[src/rtl/proximity_scanner.sv]
// Time-multiplexed IR proximity sensor scanner: powers one sensor at a time,
// samples it after a settle delay and debounces each channel across scans.
//
//   state  | meaning
//   IDLE   | no channel powered, waiting for run with a non-empty mask
//   SETTLE | enable[ch] high, settle down-counter running
//   SAMPLE | enable[ch] high, synchronized pin[ch] fed to the debouncer
//   GAP    | all enables low, choose next channel / end of pass
module proximity_scanner #(
  parameter int N_SENSORS     = 4,
  parameter int SETTLE_CYCLES = 1200,
  parameter int DEBOUNCE      = 3
) (
  input  logic                 clk,
  input  logic                 rst,
  input  logic                 run,
  input  logic [N_SENSORS-1:0] mask,
  input  logic [N_SENSORS-1:0] pin,
  output logic [N_SENSORS-1:0] enable,
  output logic [N_SENSORS-1:0] detect,
  output logic                 changed,
  output logic                 scan_done,
  output logic                 busy
);

  localparam int CH_W = (N_SENSORS > 1) ? $clog2(N_SENSORS) : 1;
  localparam int SC_W = $clog2(SETTLE_CYCLES + 1);
  localparam int DB_W = $clog2(DEBOUNCE + 1);

  typedef enum logic [1:0] {IDLE, SETTLE, SAMPLE, GAP} state_t;

  state_t              state, state_nxt;
  logic [CH_W-1:0]     ch, ch_nxt;
  logic [SC_W-1:0]     settle_cnt;
  logic                settle_ld;
  logic [N_SENSORS-1:0] pin_s1, pin_s2;
  logic [DB_W-1:0]     db_cnt [N_SENSORS];

  logic                first_found, next_found;
  logic [CH_W-1:0]     first_ch, next_ch;

  // Downward loops leave the lowest qualifying index in the result.
  always_comb begin
    first_found = 1'b0;
    first_ch    = '0;
    next_found  = 1'b0;
    next_ch     = '0;
    for (int i = N_SENSORS - 1; i >= 0; i--) begin
      if (mask[i]) begin
        first_found = 1'b1;
        first_ch    = CH_W'(i);
      end
      if (mask[i] && (i > int'(ch))) begin
        next_found = 1'b1;
        next_ch    = CH_W'(i);
      end
    end
  end

  always_comb begin
    state_nxt = state;
    ch_nxt    = ch;
    settle_ld = 1'b0;
    scan_done = 1'b0;
    case (state)
      IDLE: begin
        if (run && first_found) begin
          state_nxt = SETTLE;
          ch_nxt    = first_ch;
          settle_ld = 1'b1;
        end
      end
      SETTLE: begin
        if (settle_cnt == '0) state_nxt = SAMPLE;
      end
      SAMPLE: state_nxt = GAP;
      GAP: begin
        if (!first_found) begin
          state_nxt = IDLE;
        end else if (next_found) begin
          if (run) begin
            state_nxt = SETTLE;
            ch_nxt    = next_ch;
            settle_ld = 1'b1;
          end else begin
            state_nxt = IDLE;
          end
        end else begin
          scan_done = 1'b1;
          if (run) begin
            state_nxt = SETTLE;
            ch_nxt    = first_ch;
            settle_ld = 1'b1;
          end else begin
            state_nxt = IDLE;
          end
        end
      end
      default: state_nxt = IDLE;
    endcase
  end

  always_comb begin
    enable = '0;
    if (state == SETTLE || state == SAMPLE) enable[ch] = 1'b1;
  end

  assign busy = (state != IDLE);

  always_ff @(posedge clk) begin
    if (rst) begin
      state      <= IDLE;
      ch         <= '0;
      settle_cnt <= '0;
      pin_s1     <= '0;
      pin_s2     <= '0;
      detect     <= '0;
      changed    <= 1'b0;
      db_cnt     <= '{default: '0};
    end else begin
      pin_s1  <= pin;
      pin_s2  <= pin_s1;
      state   <= state_nxt;
      ch      <= ch_nxt;
      changed <= 1'b0;
      if (settle_ld)
        settle_cnt <= SC_W'(SETTLE_CYCLES - 1);
      else if (state == SETTLE && settle_cnt != '0)
        settle_cnt <= settle_cnt - SC_W'(1);
      // Counter only advances while the sample disagrees with the published level.
      if (state == SAMPLE) begin
        if (pin_s2[ch] == detect[ch]) begin
          db_cnt[ch] <= '0;
        end else if (db_cnt[ch] == DB_W'(DEBOUNCE - 1)) begin
          detect[ch] <= pin_s2[ch];
          db_cnt[ch] <= '0;
          changed    <= 1'b1;
        end else begin
          db_cnt[ch] <= db_cnt[ch] + DB_W'(1);
        end
      end
    end
  end

endmodule

[config.mk]
export PLATFORM = sky130hd
export DESIGN_NAME = proximity_scanner
export DESIGN_NICKNAME = d
export VERILOG_FILES = /design/src/rtl/proximity_scanner.sv
export SDC_FILE = /design/constraint.sdc
export NUM_CORES = 1
export LEC_CHECK = 0
export CAP_MARGIN = 15
export CORE_MARGIN = 4
export CORE_UTILIZATION = 45
export CTS_BUF_LIST = sky130_fd_sc_hd__clkbuf_16
export DETAILED_ROUTE_END_ITERATION = 8
export PLACE_DENSITY = 0.64
export SYNTH_ARGS = -nofsm -noshare
export SYNTH_HDL_FRONTEND = slang
export SYNTH_SLANG_ARGS = --single-unit
[constraint.sdc]
create_clock -name clk -period 2.7 [get_ports clk]
set_clock_uncertainty 0.2 [all_clocks]
set_input_delay 0.81 -clock clk [delete_from_list [all_inputs] [get_ports clk]]
set_output_delay 0.81 -clock clk [all_outputs]
set_load 0.05 [all_outputs]
==> results.json <==
{
  "status": "finished, final reports clean",
  "p_sw_uw": 766,
  "comb_power_share_pct": 40.6,
  "hold_path_class": "reg2reg",
  "final_cells": 283,
  "die-area_um2": 5210,
  "crit_type": "in2out",
  "grt_pass1_wl_um": 7460,
  "start_util_pct": 46.4,
  "coreArea_um2": 4000,
  "antenna_cells": 0,
  "intPower_uw": 1310,
  "synth_commonest_cells": "36 x dfxtp_1, 16 x nor2_1, 12 x nor2b_1",
  "dp_hpwl_um": 3240,
  "final_hold_viol_count": 0,
  "synth_area_leaders": "dfxtp_1 39%, ha_1 4.7%, nor2b_1 4.0%",
  "wire_per_inst_um": 15.5,
  "vias": 1610,
  "clkSinkCount": 36,
  "cp-start-kind": "primary input",
  "die_x_um": 72.2,
  "worst_pin_slew_ns": 0.568,
  "fmax_mhz": 386,
  "cts_tree": "done",
  "ys_warn_count": 0,
  "grt_usage_pct": 17.9,
  "grt_max_degree": 19,
  "grt_pass1_vias": 1627,
  "rsz0062_at_grt": "false",
  "ir_drop_mv": 0.560,
  "hold_buffers": 0,
  "async_reset_ff_share_pct": 0,
  "switching_share_pct": 36.9,
  "syn_area_per_cell_um2": 9.27,
  "rows": 23,
  "clock_latency_ns": 0.28,
  "endpoint_kind": "output pin",
  "synth.distinct_cells": 48,
  "cts-root-buf": "clkbuf_16",
  "cp_max_fo": 3,
  "synth_edf_count": 0,
  "drc_errors": 0,
  "portBuffers": 21,
  "seq_area_frac_synth_pct": 38.9,
  "first_pass_iters": 4,
  "postRouteAntennaNets": 0,
  "required_ns": 1.69,
  "routabilityCongestion": 0.827,
  "synth_area_um2": 1850,
  "grt-ovfl-total": 0,
  "seqPwrFrac_pct": 33.3,
  "synth.most_common_cell": "dfxtp_1",
  "syn_nets": 218,
  "leakagePower_uw": 0.000912,
  "final-max-slew-violation-count": 0,
  "postSynthCellCount": 200,
  "setup_viol_count_final": 0,
  "maxSlewHeadroom_pct": 62.0,
  "cp.arrival_ns": 1.58,
  "htree_levels": 2,
  "synth.top_cell.area_share_pct": 38.9,
  "drt_iter0_drc": 111,
  "synth-seq-cells": 36,
  "drt-total-wl_um": 4400,
  "period_share_pct": 95.8,
  "fp.dieH_um": 72.2,
  "yosys.area.top_type": "dfxtp_1",
  "clockPowerShare_pct": 26.0,
  "clkTransAtPathRegs_ns": 0.05,
  "hold_ws_ns": 0.241,
  "cts.path.max_buffers": 2,
  "antenna_found_initial": 0,
  "drive_gt1_share_pct": 18.9,
  "cts_made_buffers": 5,
  "ioPinCount": 22,
  "p_per_area_nw_per_um2": 865,
  "fin_nets": 250,
  "vias_per_cell": 5.69,
  "drv_cap": 0,
  "area_growth_pct": 29.3,
  "synth_ff_type": "dfxtp_1",
  "placedCellCount": 274,
  "fin_crit_ns": 2.59
}
[layer usage]
layer / vias up / part of all wire (%) / wire length, µm / global-route usage [%]
li1: 792 / - / - / -
met1: 778 / 46 / 2030 / 22.8
met2: 32 / 49 / 2170 / 29.5
met3: 8 / 2.9 / 128 / 4.57
met4: 0 / 1.3 / 57 / 6.05
met5: - / 0 / 0 / 0
[worst paths after layout]
check                        to  startpoint  cells after the start  slack (ns)
setup / recovery      scan_done     mask[1]                      5        0.11
hold reg to reg       pin_s2[0]   pin_s1[0]                      1        0.24
hold / removal        pin_s2[0]   pin_s1[0]                      1        0.24
setup reg to reg  settle_cnt[7]    state[1]                      6        0.31
[kinds of logic after synthesis]
| family | count (synthesis) | share of synthesized area, % |
|---|---|---|
| AND/OR/NAND/NOR | 78 | 25.5 |
| AO/OA/AOI/OAI | 48 | 18.2 |
| flip-flops | 36 | 38.9 |
| buffers and inverters | 17 | 3.44 |
| multiplexers | 8 | 6.41 |
| adder cells (fa/ha/maj) | 7 | 4.72 |
| XOR/XNOR | 6 | 2.83 |
[layout make-up]
class	instances	area, µm²
fill	350	1600
multi-input combinational	147	1100
sequential	36	722
timing repair buffer	33	344
clock buffer	5	125
tap	50	62.6
inverter	9	33.8
clock inverter	3	11.3
[worst max-delay path, stage by stage]
cell and delay [ns]:
clkbuf_2 0.12, a21oi_2 0.14, nor2_1 0.07, nor3_2 0.26
buf_12 0.17
[power by group through the flow]
| stage | sequential (µW) | clock [µW] | combinational (µW) |
|---|---|---|---|
| finish | 692 | 540 | 843 |
| global route | 701 | 576 | 918 |
| detailed placement | 701 | 0 | 833 |
| floorplan | 673 | 0 | 583 |
| global placement | 691 | 0 | 809 |
| CTS | 691 | 555 | 841 |
[timing repair]
action                                  in CTS  in global routing
hold endpoints to repair                     0                  0
pin swaps                                    2                  1
endpoints found under the setup margin       1                  1
cloned                                       0                  0
gates resized for setup                     16                  3
buffers inserted                             1                  0
[metrics by stage]
step	instance area, µm²	power, µW	setup TNS [ns]	setup slack [ns]	util, %
detailed placement	2240	1530	-0.487	-0.408	56.1
CTS	2400	2090	0	0.0220	60.0
finish	2400	2070	0	0.113	59.9
global route	2400	2200	0	0.0849	59.9
global placement	2240	1500	-0.257	-0.257	56.1
floorplan	1860	1260	0	0.0162	-
[flip-flops by register name (all words and copies together) (netlist names)]
| signal | count |
|---|---|
| changed | 1 |
| settle_cnt | 11 |
| db_cnt | 8 |
| pin_s2 | 4 |
| ch | 2 |
| state | 2 |
| pin_s1 | 4 |
| detect | 4 |
[layout by cell type (no fill, tap or decap), drive strengths merged, types with 2 or more instances in the layout]
cell type / Yosys / layout
or3b: 3 / 3
nand2b: 3 / 3
mux4: 3 / 3
a2111oi: 2 / 2
o21ai: 12 / 12
o41ai: 2 / 2
nand3b: 8 / 8
or2: 4 / 4
a21oi: 11 / 11
clkbuf: 7 / 6
mux2i: 4 / 4
inv: 9 / 11
nand2: 6 / 6
nand3: 5 / 5
a311oi: 2 / 2
a21boi: 2 / 2
dfxtp: 36 / 36
nor2: 16 / 16
clkdlybuf4s50: 0 / 11
nor3: 3 / 3
xnor2: 2 / 2
or3: 4 / 4
xor2: 4 / 4
ha: 7 / 7
buf: 1 / 20
and2: 3 / 3
nor4: 2 / 2
or4: 3 / 3
o31ai: 6 / 6
a31oi: 5 / 5
nor2b: 12 / 12
(Power assumes the default switching activity.)
